<file path="config.mk">
export PLATFORM = sky130hd
export DESIGN_NAME = top_fdct_mac_pipe_flat
export DESIGN_NICKNAME = d
export VERILOG_FILES = /design/src/rtl/top_fdct_mac_pipe_if.sv /design/src/rtl/top_fdct_mac_pipe.sv /design/src/flat_wrapper.sv
export SDC_FILE = /design/constraint.sdc
export NUM_CORES = 1
export LEC_CHECK = 0
export BUFFER_PORTS_ARGS = -buffer_cell sky130_fd_sc_hd__buf_2
export CAP_MARGIN = 15
export CORE_MARGIN = 5
export CORE_UTILIZATION = 40
export DETAILED_ROUTE_END_ITERATION = 7
export GPL_TIMING_DRIVEN = 0
export MAX_ROUTING_LAYER = met4
export PLACE_DENSITY = 0.64
export SKIP_LAST_GASP = 1
export SLEW_MARGIN = 20
export SYNTH_ARGS = -nofsm -noshare
export SYNTH_HDL_FRONTEND = slang
export SYNTH_SLANG_ARGS = --single-unit
</file>
<file path="constraint.sdc">
create_clock -name clk -period 6 [get_ports clk]
set_input_delay 0.9 -clock clk [delete_from_list [all_inputs] [get_ports clk]]
set_output_delay 0.9 -clock clk [all_outputs]
set_load 0.03 [all_outputs]
</file>
<file path="src/rtl/top_fdct_mac_pipe_if.sv">
// rtl/top_fdct_mac_pipe_if.sv - sample/coefficient stream and result bus for the fdct MAC lane
interface top_fdct_mac_pipe_if #(
  parameter int din0_WIDTH = 16,
  parameter int din1_WIDTH = 15,
  parameter int dout_WIDTH = 16
);
  logic                  ce;
  logic                  in_valid;
  logic                  acc_clr;
  logic [din0_WIDTH-1:0] din0;
  logic [din1_WIDTH-1:0] din1;
  logic                  out_valid;
  logic [dout_WIDTH-1:0] dout;

  modport master (
    output ce, in_valid, acc_clr, din0, din1,
    input  out_valid, dout
  );

  modport slave (
    input  ce, in_valid, acc_clr, din0, din1,
    output out_valid, dout
  );
endinterface

</file>
<file path="src/rtl/top_fdct_mac_pipe.sv">
// rtl/top_fdct_mac_pipe.sv - pipelined MAC, round/shift/narrow per group of N_TAPS products
// Optional saturating narrowing: define TOP_FDCT_MAC_SAT_EN.
module top_fdct_mac_pipe #(
  parameter int din0_WIDTH = 16,
  parameter int din1_WIDTH = 15,
  parameter int B_SIGNED   = 0,
  parameter int NUM_STAGE  = 3,
  parameter int N_TAPS     = 8,
  parameter int ACC_WIDTH  = 40,
  parameter int SHIFT      = 13,
  parameter int dout_WIDTH = 16
) (
  input logic               clk,
  input logic               reset,
  top_fdct_mac_pipe_if.slave bus
);
  localparam int P  = din0_WIDTH + din1_WIDTH + 1;
  localparam int CW = $clog2(N_TAPS) + 1;
  localparam int LS = NUM_STAGE - 1;
  localparam logic [CW-1:0]        L_LAST = CW'(N_TAPS);
  localparam logic [ACC_WIDTH-1:0] L_HALF = {{(ACC_WIDTH-1){1'b0}}, 1'b1} << (SHIFT - 1);

  if (ACC_WIDTH < P + $clog2(N_TAPS)) begin : g_acc_chk
    $error("top_fdct_mac_pipe: ACC_WIDTH too small for P + clog2(N_TAPS)");
  end
  if (NUM_STAGE < 1 || NUM_STAGE > 4) begin : g_stage_chk
    $error("top_fdct_mac_pipe: NUM_STAGE must be 1..4");
  end
  if (N_TAPS < 2 || N_TAPS > 64) begin : g_taps_chk
    $error("top_fdct_mac_pipe: N_TAPS must be 2..64");
  end
  if (SHIFT < 1 || SHIFT > ACC_WIDTH - dout_WIDTH) begin : g_shift_chk
    $error("top_fdct_mac_pipe: SHIFT out of range");
  end

  logic                        w_b_msb;
  logic signed [P-1:0]         w_a;
  logic signed [P-1:0]         w_b;
  logic signed [P-1:0]         w_prod;
  logic signed [P-1:0]         r_prod [NUM_STAGE];
  logic [NUM_STAGE-1:0]        r_vld;
  logic [NUM_STAGE-1:0]        r_clr;
  logic signed [ACC_WIDTH-1:0] r_acc;
  logic signed [ACC_WIDTH-1:0] w_p_ext;
  logic signed [ACC_WIDTH-1:0] w_base;
  logic signed [ACC_WIDTH-1:0] w_sum;
  logic signed [ACC_WIDTH-1:0] w_rnd;
  logic signed [ACC_WIDTH-1:0] w_shr;
  logic [CW-1:0]               r_tap;
  logic [CW-1:0]               w_tap_nxt;
  logic                        w_restart;
  logic                        w_fire;
  logic [dout_WIDTH-1:0]       w_narrow;
  logic [dout_WIDTH-1:0]       r_dout;
  logic                        r_out_valid;

  // Unsigned din1 gets a zero top bit so one signed multiplier serves both modes.
  assign w_b_msb = (B_SIGNED != 0) & bus.din1[din1_WIDTH-1];
  assign w_a     = {{(P-din0_WIDTH){bus.din0[din0_WIDTH-1]}}, bus.din0};
  assign w_b     = {{(P-din1_WIDTH){w_b_msb}}, bus.din1};
  assign w_prod  = w_a * w_b;

  always_ff @(posedge clk or posedge reset) begin
    if (reset) begin
      r_vld <= '0;
      r_clr <= '0;
      for (int i = 0; i < NUM_STAGE; i++) r_prod[i] <= '0;
    end else if (bus.ce) begin
      r_vld[0]  <= bus.in_valid;
      r_clr[0]  <= bus.acc_clr;
      r_prod[0] <= w_prod;
      for (int i = 1; i < NUM_STAGE; i++) begin
        r_vld[i]  <= r_vld[i-1];
        r_clr[i]  <= r_clr[i-1];
        r_prod[i] <= r_prod[i-1];
      end
    end
  end

  assign w_p_ext   = {{(ACC_WIDTH-P){r_prod[LS][P-1]}}, r_prod[LS]};
  assign w_restart = (r_tap == '0) | r_clr[LS];
  assign w_base    = w_restart ? '0 : r_acc;
  assign w_sum     = w_base + w_p_ext;
  assign w_tap_nxt = w_restart ? CW'(1) : r_tap + 1'b1;
  assign w_fire    = r_vld[LS] & (w_tap_nxt == L_LAST);
  assign w_rnd     = w_sum + L_HALF;
  assign w_shr     = w_rnd >>> SHIFT;

`ifdef TOP_FDCT_MAC_SAT_EN
  logic w_fits;
  // Value fits when every bit from the output sign bit upward agrees.
  assign w_fits   = (&w_shr[ACC_WIDTH-1:dout_WIDTH-1]) | ~(|w_shr[ACC_WIDTH-1:dout_WIDTH-1]);
  assign w_narrow = w_fits ? w_shr[dout_WIDTH-1:0]
                  : (w_shr[ACC_WIDTH-1] ? {1'b1, {(dout_WIDTH-1){1'b0}}}
                                        : {1'b0, {(dout_WIDTH-1){1'b1}}});
`else
  logic w_unused_hi;
  assign w_unused_hi = &{1'b0, w_shr[ACC_WIDTH-1:dout_WIDTH]};
  assign w_narrow    = w_shr[dout_WIDTH-1:0];
`endif

  always_ff @(posedge clk or posedge reset) begin
    if (reset) begin
      r_acc       <= '0;
      r_tap       <= '0;
      r_dout      <= '0;
      r_out_valid <= 1'b0;
    end else if (bus.ce) begin
      r_out_valid <= 1'b0;
      if (r_vld[LS]) begin
        if (w_fire) begin
          r_acc       <= '0;
          r_tap       <= '0;
          r_dout      <= w_narrow;
          r_out_valid <= 1'b1;
        end else begin
          r_acc <= w_sum;
          r_tap <= w_tap_nxt;
        end
      end else if (r_clr[LS]) begin
        r_acc <= '0;
        r_tap <= '0;
      end
    end
  end

  assign bus.out_valid = r_out_valid;
  assign bus.dout      = r_dout;
endmodule

</file>
<file path="src/flat_wrapper.sv">
// flat-port wrapper written by rule: the top's interface ports become plain ports
module top_fdct_mac_pipe_flat 
#(
  parameter int din0_WIDTH = 16,
  parameter int din1_WIDTH = 15,
  parameter int B_SIGNED   = 0,
  parameter int NUM_STAGE  = 3,
  parameter int N_TAPS     = 8,
  parameter int ACC_WIDTH  = 40,
  parameter int SHIFT      = 13,
  parameter int dout_WIDTH = 16
)
  (clk, reset, bus_ce, bus_in_valid, bus_acc_clr, bus_din0, bus_din1, bus_out_valid, bus_dout);
  top_fdct_mac_pipe_if #(.din0_WIDTH(din0_WIDTH), .din1_WIDTH(din1_WIDTH), .dout_WIDTH(dout_WIDTH)) bus_i ();
  input logic clk;
  input logic reset;
  input wire logic [$bits(bus_i.ce)-1:0] bus_ce;
  input wire logic [$bits(bus_i.in_valid)-1:0] bus_in_valid;
  input wire logic [$bits(bus_i.acc_clr)-1:0] bus_acc_clr;
  input wire logic [$bits(bus_i.din0)-1:0] bus_din0;
  input wire logic [$bits(bus_i.din1)-1:0] bus_din1;
  output wire logic [$bits(bus_i.out_valid)-1:0] bus_out_valid;
  output wire logic [$bits(bus_i.dout)-1:0] bus_dout;
  assign bus_i.ce = bus_ce;
  assign bus_i.in_valid = bus_in_valid;
  assign bus_i.acc_clr = bus_acc_clr;
  assign bus_i.din0 = bus_din0;
  assign bus_i.din1 = bus_din1;
  assign bus_out_valid = bus_i.out_valid;
  assign bus_dout = bus_i.dout;
  top_fdct_mac_pipe #(.din0_WIDTH(din0_WIDTH), .din1_WIDTH(din1_WIDTH), .B_SIGNED(B_SIGNED), .NUM_STAGE(NUM_STAGE), .N_TAPS(N_TAPS), .ACC_WIDTH(ACC_WIDTH), .SHIFT(SHIFT), .dout_WIDTH(dout_WIDTH)) u_core (.clk(clk), .reset(reset), .bus(bus_i));
endmodule
</file>
======== Word level (Yosys, flattened, before mapping) ========
Cells that the tools add are included.
storage, ports and cells
  bits in registers ....................... 163
  output and inout bits ................... 17
  word-level logic and storage cells ...... 30
operators by class
  multiply operators ...................... 1
  bitwise gates (word level) .............. 2
  muxes and demuxes ....................... 10
  eq/ne operators ......................... 1
  add/sub/neg operators ................... 3
  reductions and logical operators ........ 4
operators with widths
  kind                    number
  $mux 40                 4
  $add 40x32->40          1
  $mul 16x16->32          1
  $add 29x13->29 const B  1
  $mux 4                  4
  $add 4x1->4 const B     1
  $eq 4x4->1 const B      1
  $logic_not 4->1         1
  $reduce_and 3->1        1
  $mux 1                  2
  $reduce_and 2->1        1
  $reduce_bool 2->1       1
  $and 1x1->1             1
  $or 1x1->1              1

======== Depth between registers and ports, before layout ========
Gate-level depths: netlist of run 1.
  depth after elaboration ................. 7
  gate-level depth with buffers ........... 25
  gate-level depth less buffers ........... 24

======== Worst setup path after synthesis of run 1 ========
Ideal clock, no wire load.
  path kind ............................... input-to-reg
  start point ............................. in bus_din1[7]
  end point ............................... reg u_core.r_prod[91] (netlist bit)
  arrival time ............................ 6.567 ns
  stages .................................. 24
  path slack .............................. -0.663 ns
  data required time ...................... 5.904 ns
  buffers on the path ..................... 1
  path through ............................ clkbuf_1 > nand2_1 > fa_1 > inv_1 > fa_1 > inv_1 > fa_1 > inv_1 > fa_1 > fa_1 > inv_1 > fa_1 > inv_1 > ha_1 > a21oi_1 > o31ai_1 > a21o_1 > a21oi_1 > o31a_1 > o21ai_1 > o311ai_1 > a2111oi_0 > o21a_1 > o31ai_1
on the way
  cells in the longest elaborated chain, start to end .. 1
ends and longest elaborated chain
  item                           line                     text
  start, declared                flat_wrapper.sv:21       input wire logic [$bits(bus_i.din1)-1:0] bus_din1;
  $mul 16x16->32                 top_fdct_mac_pipe.sv:61  assign w_prod = w_a * w_b;
  end signal, assigned by index  top_fdct_mac_pipe.sv:75  r_prod[i] <= r_prod[i-1];
  end, declared                  top_fdct_mac_pipe.sv:40  logic signed [P-1:0] r_prod [NUM_STAGE];
Every way passes these cells.
A chain may end at the register's enable or synchronous reset.

======== Final worst setup path of run 1 ========
  start point ............................. in bus_din1[2]
  end point ............................... reg u_core.r_prod[89] (netlist bit)
The elaborated chain is that of the path after synthesis.

==> results.md, run 1 <==
- Detailed Place HPWL: 31900 um
- Vias in the first global route: 13.3k
- Period utilization: 1.04
- Top FF cell, synth: dfrtp_1
- Routed len/inst: 17.7 um
- PnR worst setup slack: -0.211 ns
- Pre-Repair DR Iteration Count: 5
- CTS Buffer Depth: 2
- CP Class: primary input to flip-flop
- Nature of the critical path endpoint: flip-flop
- Worst-Skew Late Latency: 0.43 ns
- Final hold vios: 0
- Initial antenna violation count: 1
- Failing checks: negative setup slack
- DRC: 0
- Synthesized flop and latch total: 143
- Startpoint types: primary input
- PortBufs: 51
- Die Width: 211 um
- Ys async rst share: 1.00
- CP Data Arrival Time: 6.54 ns
- Critical path peak fanout: 10
- Average via count per standard cell: 5.14
- Final wirelength: 41700 um
- Final Slew Violations: 0
- Fmax: 161 MHz
- Slowest-stage cell, CP: fa_1
- Rel. slew slack: 0.477
- Die Area: 44500 um^2
- Min Clock Period, post-route: 6.21 ns
- CTS sink cnt: 143
- Mapped Cells: 1672
- H-tree depth: 4
- CTS tree: done
- GRT Util Overall: 0.200
- Pre-CTS setup slack: -1.46 ns
- Final Setup Violations: 3
- Top delay family on crit path: adder cells
- Share of cells above drive strength 1: 0.223
- EDFF count, synth: 0
- CTS Root Cell: clkbuf_16
- Seq/Total Area, Yosys: 0.221
- Register area: 3580 um^2
- Unique masters post-synth: 79
- Initial Util: 0.406
- Nets: 2186
- Clk slew on worst S/H paths: 0.07 ns
- Mean post-synth cell area: 9.67 um^2
- Die Y: 211 um
- Sum of buffers and inverters on the critical path: 6
- Syn Nets: 2041
- Synth warn: 0
- Most common cell after layout, fill and taps aside: inv_1
- GPL Wtd Cong: 0.915
- Actual slew at the worst max-slew pin: 0.779 ns
- Share of the synthesized area in the top cell type: 0.281
- Area added between synthesis and finish: 20.4%
- Remaining Overflow, GRT: 0
- Multi-input logic area: 11800 um^2
- Antenna Nets Post-Route: 0
- Hold crit path type: primary input to asynchronous set/reset pin
- Max-capacitance violation count: 0
- Synth top area cells: fa_1 28%, dfrtp_1 22%, ha_1 8.2%
- Outcome: finished, violations left
- Vias: 12.1k
- Synth Cell Area: 16200 um^2
- Rows: 73
- Filler instances: 3691
- Most frequent cells in the layout: 275 x inv_1, 215 x fa_1, 196 x nand2_1
- Max incr delay on CP: 0.54 ns
- Crit path cell chain: buf_8 -> clkbuf_16 -> nand2_1 -> fa_1 -> fa_1 -> fa_1 -> inv_2 -> ha_4 -> fa_1 -> inv_1 -> fa_1 -> inv_2 -> ha_4 -> a21o_1 -> nor3_1 -> o21ai_1 -> a41oi_2 -> o31a_1 -> o21ai_2 -> o311ai_4 -> buf_4 -> a21boi_2 -> o21a_1 -> o31ai_1
- CORE AREA: 39800 um^2
- Setup Skew: 0.0114 ns
- First-pass GRT wire length: 68900 um
- CP required: 6.33 ns
- Largest net degree at the start of global routing: 106
- Iter 0 DRT Violations: 625
- Unrepaired setup endpoints after global routing: true
- CTS Buf Count: 17
- Post-synth top area cell: fa_1
- I/O pin count: 53
- Most used cell, CP: fa_1
logic make-up (layout without fill, tap and decap cells):
| group | count (synthesis) | after routing | share of synthesized area |
|---|---|---|---|
| AOI/OAI and AO/OA | 211 | 211 | 0.0877 |
| xor gates and xnor gates | 70 | 70 | 0.0384 |
| adders and majority gates | 333 | 333 | 0.363 |
| buffers and inverters | 359 | 517 | 0.0846 |
| DFF | 143 | 143 | 0.221 |
| muxes | 84 | 84 | 0.0584 |
| other | 0 | 1 | 0 |
| and+or+nand+nor | 472 | 472 | 0.146 |
registers in the layout, indices dropped and copies added, names as in the netlist:
name / count
u_core.r_acc: 29
u_core.r_tap: 4
u_core.bus.out_valid: 1
u_core.r_vld: 3
u_core.r_clr: 3
u_core.bus.dout: 16
u_core.r_prod: 87
layout make-up:
cell class,instances,share of cell area
Multi-Input combinational cell,1170,0.605
Sequential cell,143,0.184
Inverter,297,0.0581
Timing Repair Buffer,129,0.0560
Tap cell,525,0.0338
Buffer,59,0.0322
Clock buffer,17,0.0219
Clock inverter,15,0.00868
Antenna cell,1,0.000129
path summary, 6_finish.rpt:
check,from,slack [ns],cells past startpoint,end
worst max-delay path,bus_din1[2],-0.21,24,u_core.r_prod[89]$_DFFE_PP0P_
worst min-delay path,reset,0.44,2,u_core.bus.dout[14]$_DFFE_PP0P_
worst max register to register,u_core.r_tap[0]$_DFFE_PP0P_,0.92,17,u_core.bus.dout[15]$_DFFE_PP0P_
worst min register to register,u_core.r_acc[26]$_DFFE_PP0P_,0.47,2,u_core.r_acc[26]$_DFFE_PP0P_
max in group asynchronous,reset,4.77,3,u_core.r_acc[3]$_DFFE_PP0P_
min in group clk,u_core.r_acc[26]$_DFFE_PP0P_,0.47,2,u_core.r_acc[26]$_DFFE_PP0P_
Yosys cell counts, types with 3 or more instances:
| library cell | instances |
|---|---|
| o21a_1 | 7 |
| fa_1 | 227 |
| nand2_1 | 202 |
| nor2b_1 | 6 |
| xor2_1 | 20 |
| and2_1 | 141 |
| nand3_1 | 15 |
| inv_1 | 296 |
| a211oi_2 | 3 |
| nor2_1 | 40 |
| a211oi_1 | 11 |
| o21ai_0 | 55 |
| mux2_2 | 83 |
| and3_1 | 8 |
| a22o_1 | 13 |
| buf_4 | 3 |
| dfrtp_1 | 143 |
| a21oi_1 | 45 |
| o31ai_1 | 7 |
| o211ai_1 | 5 |
| ha_1 | 106 |
| nor4_1 | 6 |
| or2_2 | 6 |
| o21bai_1 | 9 |
| xnor2_1 | 49 |
| nor3_1 | 16 |
| a21o_1 | 16 |
| nand4_1 | 9 |
| o21ai_1 | 4 |
| a31oi_1 | 7 |
| clkbuf_1 | 55 |
per-layer routing:
layer,global-route usage,share of wire,up-vias
li1,-,-,5598
met1,0.251,0.43,6253
met2,0.341,0.52,200
met3,0.0282,0.033,62
met4,0.0532,0.021,0
met5,-,0,-
through the flow:
stage | instances | hold WS (ns) | cell area [um^2] | setup TNS (ns) | util
floorplan | 1672 | 0.442 | 16400 | -1.21 | -
global placement | 2248 | 0.456 | 17300 | -63.56 | 0.435
detailed placement | 2250 | 0.464 | 17400 | -15.62 | 0.437
CTS | 2329 | 0.437 | 19000 | -0.195 | 0.478
global route | 2355 | 0.456 | 19500 | -1.38 | 0.489
finish | 2356 | 0.438 | 19500 | -0.392 | 0.489
worst reg2reg max path, delay by kind of cell (launching register included):
kind	cells	cell delay, ns
buf+inv	3	0.73
xor+xnor	1	0.31
fa+ha+maj	3	0.73
flops	1	0.42
compound gates	6	1.74
simple gates	4	1.07
repair_timing:
action,CTS,global route
setup buffers,48,25
pin swaps,73,53
gates resized for setup,153,65
cloned,2,1
setup endpoints to repair,14,10
hold buffers,0,0
Power of run 1 is left out: the tool's default activity adds up to more than one toggle a clock period on the data nets, which glitch-free logic cannot reach.
==> run 2, diff against run 1 <==
--- a/config.mk
+++ b/config.mk
@@ -8,11 +8,11 @@
 export BUFFER_PORTS_ARGS = -buffer_cell sky130_fd_sc_hd__buf_2
 export CAP_MARGIN = 15
 export CORE_MARGIN = 5
-export CORE_UTILIZATION = 40
+export CORE_UTILIZATION = 35
 export DETAILED_ROUTE_END_ITERATION = 7
 export GPL_TIMING_DRIVEN = 0
 export MAX_ROUTING_LAYER = met4
-export PLACE_DENSITY = 0.64
+export PLACE_DENSITY = 0.59
 export SKIP_LAST_GASP = 1
 export SLEW_MARGIN = 20
 export SYNTH_ARGS = -nofsm -noshare
==> run 2 against run 1 <==
The flow still finishes with violations (negative setup slack); final cell count increased by 2.7%; first-iteration DRC count is 6.1% higher; worst hold slack gained 0.039 ns; core utilization down 6.0 points; routed wire length increased by 1.1%; count of clock-buffer cells in the layout stayed put; critical path depth shrank 1; cell area rose by 0.28%; non-clock buffer count down 10; setup slack gained 0.035 ns; clock skew about the same.
==> results.md, run 2 (synthesis gave the netlist of run 1 again) <==
- Outcome: finished, violations left
- Failing checks: negative setup slack
- Met3 WL: 1510 um (+10%)
- Vias in the first global route: 13.3k (+0.31%)
- Rel. slew slack: 0.467 (-0.00935)
- Die Width: 225 um (+6.6%)
- CTS sink cnt: 143 (unchanged)
- Die Area: 50600 um^2 (+14%)
- CP required: 6.33 ns (about the same)
- DRC: 0 (unchanged)
- Die Y: 225 um (+6.6%)
- Final Setup Violations: 2 (-1)
- Nature of the critical path endpoint: flip-flop
- Fmax: 162 MHz (+0.57%)
- Share of cells above drive strength 1: 0.216 (-0.00647)
- Largest net degree at the start of global routing: 74 (-30%)
- Average via count per standard cell: 4.99 (-3.0%)
- R2r endpoint: u_core.bus.dout[9]$_DFFE_PP0P_
- CTS Root Cell: clkbuf_16
- Final wirelength: 42200 um (+1.1%)
- Min Clock Period, post-route: 6.18 ns (-0.0350 ns)
- Pre-Repair DR Iteration Count: 5 (unchanged)
- Remaining Overflow, GRT: 0 (unchanged)
- M1 wire length: 18200 um (+1.6%)
- CTS tree: done
- CTS Buffer Depth: 2 (unchanged)
- Most flops, register: u_core.r_prod
- GPL Wtd Cong: 0.925 (+1.1%)
- CP Class: primary input to flip-flop
- Startpoint types: primary input
- R2R Setup Slk: 0.90 ns (-0.02 ns)
- Period utilization: 1.03 (-0.00583)
- WHS: 0.477 ns (+0.0388 ns)
- Routed len/inst: 17.4 um (-1.6%)
- H-tree depth: 4 (unchanged)
- Critical path peak fanout: 6 (-4)
- Iter 0 DRT Violations: 663 (+6.1%)
- I/O pin count: 53 (unchanged)
- Detailed Place HPWL: 32600 um (+2.1%)
- PortBufs: 51 (unchanged)
- Nets: 2176 (-0.46%)
- First-pass GRT wire length: 70600 um (+2.4%)
- Actual slew at the worst max-slew pin: 0.799 ns (+0.0193 ns)
- Unrepaired setup endpoints after global routing: true
- Initial Util: 0.355 (-0.0512)
- CP startpoint: bus_din0[10]
- CP Data Arrival Time: 6.50 ns (-0.04 ns)
- Most frequent cells in the layout: 276 x inv_1, 218 x fa_1, 193 x nand2_1
- DR top layer: met4
- Final Slew Violations: 0 (unchanged)
- Vias: 12.1k (-0.39%)
- Worst setup path endpoint: u_core.r_prod[91]$_DFFE_PP0P_
- Area added between synthesis and finish: 20.7%
- Antenna Nets Post-Route: 0 (unchanged)
- CTS Buf Count: 17 (unchanged)
- Clk slew on worst S/H paths: 0.07 ns (about the same)
- Largest register FFs: 87 (unchanged)
- # diodes: 0 (-1)
- Post-layout util: 0.428 (-0.0605)
- Most common cell after layout, fill and taps aside: inv_1
- Rows: 78 (+6.8%)
- Worst reg2reg path depth: 18 (+1)
- Initial antenna violation count: 0 (-1)
- Worst r2r src: u_core.r_tap[0]$_DFFE_PP0P_
- GRT Util Overall: 0.179 (-0.0204)
- CORE AREA: 45600 um^2 (+14%)
- Hold crit path type: flip-flop to flip-flop
- Final hold vios: 0 (unchanged)
- Max-capacitance violation count: 0 (unchanged)
- PnR worst setup slack: -0.176 ns (+0.0350 ns)
- Setup Skew: 0.0112 ns (-0.000238 ns)
- Worst-Skew Late Latency: 0.43 ns (about the same)
- Met2 wire length: 20800 um (-3.7%)
[run 2: worst min-delay path by stage]
stage                                          startpoint                         endpoint  slack, ns  cells after the start
final                         u_core.r_acc[4]$_DFFE_PP0P_      u_core.r_acc[4]$_DFFE_PP0P_       0.48                      2
after global routing      u_core.bus.dout[10]$_DFFE_PP0P_  u_core.bus.dout[10]$_DFFE_PP0P_       0.51                      2
after CTS                     u_core.r_acc[7]$_DFFE_PP0P_      u_core.r_acc[7]$_DFFE_PP0P_       0.48                      2
after detailed placement     u_core.r_acc[11]$_DFFE_PP0P_     u_core.r_acc[11]$_DFFE_PP0P_       0.46                      2
after global placement        u_core.r_acc[8]$_DFFE_PP0P_      u_core.r_acc[8]$_DFFE_PP0P_       0.46                      2
after floorplan              u_core.r_acc[10]$_DFFE_PP0P_     u_core.r_acc[10]$_DFFE_PP0P_       0.44                      2
[run 2: cell type report]
type / count / area (um^2)
multi-input cells: 1170 / 11700
flip-flops and latches: 143 / 3580
clock inverters: 15 / 195
well taps: 600 / 751
repair buffers: 116 / 1020
fillers: 4358 / 26100
plain buffers: 62 / 678
clock buffers: 17 / 425
inverters: 297 / 1130
[run 2: timing repair]
| action | in CTS | in global routing |
|---|---|---|
| hold buffers | 0 | 0 |
| resized for setup | 145 | 73 |
| pin swaps | 46 | 54 |
| setup buffers | 42 | 15 |
| setup endpoints to repair | 14 | 9 |
| cloned | 4 | 2 |
[run 2: per-layer routing]
layer | vias up | global-route usage
met3 | 92 | 0.0199
li1 | 5582 | -
met2 | 244 | 0.299
met4 | 0 | 0.0705
met5 | - | -
met1 | 6148 | 0.225
[run 2: critical path: stages]
cell,delay [ns]
buf_4,0.17
and2_1,0.19
fa_1,0.54
inv_2,0.05
fa_1,0.53
inv_1,0.05
fa_1,0.48
fa_1,0.54
fa_1,0.50
inv_1,0.05
fa_1,0.51
inv_2,0.05
ha_4,0.23
a21oi_2,0.13
o31ai_2,0.07
a21o_1,0.17
a21oi_2,0.11
o31a_1,0.21
o21ai_2,0.11
o311ai_4,0.37
a2111oi_4,0.13
o21a_1,0.21
o31ai_2,0.20
[run 2: metrics by stage]
stage          setup WS [ns]  area [um^2]  setup TNS, ns  cells
6_report              -0.176        19500         -0.308   2420
5_1_grt               -0.359        19500         -0.937   2420
4_1_cts               -0.129        19100         -0.380   2403
3_5_place_dp           -1.30        17500         -13.44   2325
3_3_place_gp           -1.29        17400         -78.51   2323
2_1_floorplan         -0.274        16400          -1.21   1672
Power of run 2 is left out for the same reason.
==> run 3, diff against run 2 <==
--- a/config.mk
+++ b/config.mk
@@ -5,7 +5,7 @@
 export SDC_FILE = /design/constraint.sdc
 export NUM_CORES = 1
 export LEC_CHECK = 0
-export BUFFER_PORTS_ARGS = -buffer_cell sky130_fd_sc_hd__buf_2
+export BUFFER_PORTS_ARGS = -buffer_cell sky130_fd_sc_hd__clkbuf_2
 export CAP_MARGIN = 15
 export CORE_MARGIN = 5
 export CORE_UTILIZATION = 35
==> run 3 against run 2 <==
The run still ends with negative setup slack left; worst hold slack improved by 0.0027 ns; core utilization increased by 0.12 points; count of clock-buffer cells in the layout increased by 1; die area unchanged; sequential share of layout area decreased by 0.053 points; sequential cell count unchanged; first-iteration DRC count decreased by 11%; routed wire length decreased by 1.2%; final cell count about the same; via count about the same; non-clock buffer count decreased by 2; largest cell class unchanged.
==> results.md, run 3 (synthesis gave the netlist of run 1 again) <==
- Failing checks: negative setup slack
- Top delay family on crit path: adder cells
- Final Slew Violations: 0 (unchanged)
- Share of cells above drive strength 1: 0.222 (+0.00519)
- Pre-Repair DR Iteration Count: 5 (unchanged)
- CORE AREA: 45600 um^2 (unchanged)
- Max-capacitance violation count: 0 (unchanged)
- Unrepaired setup endpoints after global routing: true
- Worst min-delay path startpoint: u_core.r_acc[21]$_DFFE_PP0P_
- CTS tree: done
- H-tree depth: 4 (unchanged)
- Min Clock Period, post-route: 6.29 ns (+0.112 ns)
- Antenna Nets Post-Route: 0 (unchanged)
- PortBufs: 51 (unchanged)
- Remaining Overflow, GRT: 0 (unchanged)
- Final wirelength: 41700 um (-1.2%)
- Vias in the first global route: 13.1k (-1.5%)
- Initial antenna violation count: 0 (unchanged)
- Worst reg2reg path depth: 17 (-1)
- Hold endpoint: u_core.r_acc[21]$_DFFE_PP0P_
- Filler instances: 4338 (-0.46%)
- CP Class: primary input to flip-flop
- Worst-Skew Late Latency: 0.43 ns (about the same)
- Final Setup Violations: 4 (+2)
- Actual slew at the worst max-slew pin: 0.827 ns (+0.0282 ns)
- Hold crit path type: flip-flop to flip-flop
- Worst Hold Depth: 2 (unchanged)
- Final hold vios: 0 (unchanged)
- Nature of the critical path endpoint: flip-flop
- Worst r2r src: u_core.r_tap[0]$_DFFE_PP0P_
- Nets: 2174 (-0.092%)
- Routed len/inst: 17.2 um (-1.2%)
- Die Y: 225 um (unchanged)
- GPL Wtd Cong: 0.898 (-3.0%)
- Detailed Place HPWL: 32700 um (+0.40%)
- Hold Buf Count CTS: 0 (unchanged)
- Largest register FFs: 87 (unchanged)
- Clk slew on worst S/H paths: 0.06 ns (about the same)
- Outcome: finished, violations left
- DRC: 0 (unchanged)
- Startpoint types: primary input
- GRT Util Overall: 0.176 (-0.00351)
- Pre-CTS setup slack: -1.33 ns (-0.0292 ns)
- CTS sink cnt: 143 (unchanged)
- I/O pin count: 53 (unchanged)
- Most used cell, CP: fa_1
- Most common cell after layout, fill and taps aside: inv_1
- Slowest-stage cell, CP: fa_1
- Largest net degree at the start of global routing: 89 (+20%)
- Most frequent cells in the layout: 271 x inv_1, 211 x fa_1, 193 x nand2_1
- Max incr delay on CP: 0.57 ns (+0.03 ns)
- CTS Buffer Depth: 2 (unchanged)
- Fmax: 159 MHz (-1.8%)
- CP Data Arrival Time: 6.62 ns (+0.12 ns)
- Setup Skew: 0.00966 ns (-0.00151 ns)
- Critical path peak fanout: 5 (-1)
- CTS Root Cell: clkbuf_16
- First-pass GRT wire length: 69300 um (-1.8%)
- CP required: 6.33 ns (about the same)
- Die Width: 225 um (unchanged)
- CTS Buf Count: 17 (unchanged)
- Initial Util: 0.355 (unchanged)
- R2R Setup Slk: 0.88 ns (-0.02 ns)
- # diodes: 0 (unchanged)
- Average via count per standard cell: 4.99 (about the same)
- Rel. slew slack: 0.449 (-0.0188)
- Period utilization: 1.05 (+0.0186)
- Rows: 78 (unchanged)
- PnR worst setup slack: -0.287 ns (-0.112 ns)
- R2r endpoint: u_core.bus.dout[15]$_DFFE_PP0P_
- Iter 0 DRT Violations: 592 (-11%)
- Most flops, register: u_core.r_prod
- Vias: 12.1k (-0.066%)
- Crit path cell chain: clkbuf_16 -> clkbuf_16 -> buf_12 -> nand2_2 -> fa_1 -> inv_1 -> fa_2 -> fa_2 -> fa_1 -> fa_1 -> inv_2 -> fa_1 -> inv_2 -> ha_4 -> inv_4 -> o31ai_4 -> a21o_1 -> a21oi_2 -> o31a_1 -> o21ai_2 -> o311ai_4 -> a2111oi_4 -> nor3_2 -> o31ai_2
- Die Area: 50600 um^2 (unchanged)
- Sum of buffers and inverters on the critical path: 7 (+2)
- Area added between synthesis and finish: 21.1%
==> run 3: cell count changes in the layout (fill, tap and decap cells not counted), sizes merged <==
cell and change:
inv -6, clkinvlp +1, buf -45, clkbuf +44, clkinv +5, bufinv -1
==> run 3: final cells by class <==
class	count	area, um^2	area share
sequential	143	3580	0.183
tap	600	751	0.0384
multi-input combinational	1170	11800	0.601
timing repair buffer	114	1070	0.0547
inverter	297	1130	0.0577
buffer	62	683	0.0349
clock buffer	18	439	0.0224
clock inverter	14	155	0.00793
==> run 3: worst max path at each step <==
stage,end,cells past startpoint,slack (ns),start
5_1_grt,u_core.r_prod[91]$_DFFE_PP0P_,24,-0.48,bus_din0[6]
6_report,u_core.r_prod[91]$_DFFE_PP0P_,24,-0.29,bus_din0[6]
2_1_floorplan,u_core.r_prod[91]$_DFFE_PP0P_,21,-0.27,bus_din0[15]
3_5_place_dp,u_core.r_prod[91]$_DFFE_PP0P_,24,-1.33,bus_din1[5]
4_1_cts,u_core.r_prod[91]$_DFFE_PP0P_,24,-0.22,bus_din0[3]
3_3_place_gp,u_core.r_prod[92]$_DFFE_PP0P_,21,-1.29,bus_din1[6]
==> run 3: worst register-to-register path, delay by kind of cell, from the launching register on <==
kind                       cells  cell delay [ns]
and+or+nand+nor                4             1.05
DFF                            1             0.42
xor gates and xnor gates       1             0.37
adders and majority gates      3             0.77
buffers and inverters          3             0.72
AOI/OAI and AO/OA              6             1.70
==> run 3: layer usage <==
| layer | share of wire | vias up | GRT usage |
|---|---|---|---|
| met5 | 0 | - | - |
| met4 | 0.027 | 0 | 0.0505 |
| met3 | 0.037 | 68 | 0.0240 |
| met2 | 0.51 | 250 | 0.303 |
| met1 | 0.43 | 6165 | 0.217 |
| li1 | - | 5575 | - |
==> run 3: metrics by stage <==
step           setup TNS, ns  hold slack [ns]  instance area [um^2]   util  std cells
6_report              -0.671            0.480                 19600  0.429       2418
5_1_grt                -1.71            0.507                 19600  0.429       2418
4_1_cts               -0.564            0.486                 19300  0.424       2407
3_5_place_dp          -13.36            0.467                 17500  0.384       2325
3_3_place_gp          -80.12            0.456                 17400  0.383       2323
2_1_floorplan          -1.21            0.442                 16400      -       1672
==> run 3: repair_timing <==
| action | in CTS | in global routing |
|---|---|---|
| cloned | 1 | 1 |
| pin swaps | 59 | 67 |
| setup buffers | 50 | 11 |
| gates resized for setup | 179 | 51 |
| endpoints found under the setup margin | 14 | 10 |
Power of run 3 is left out for the same reason.
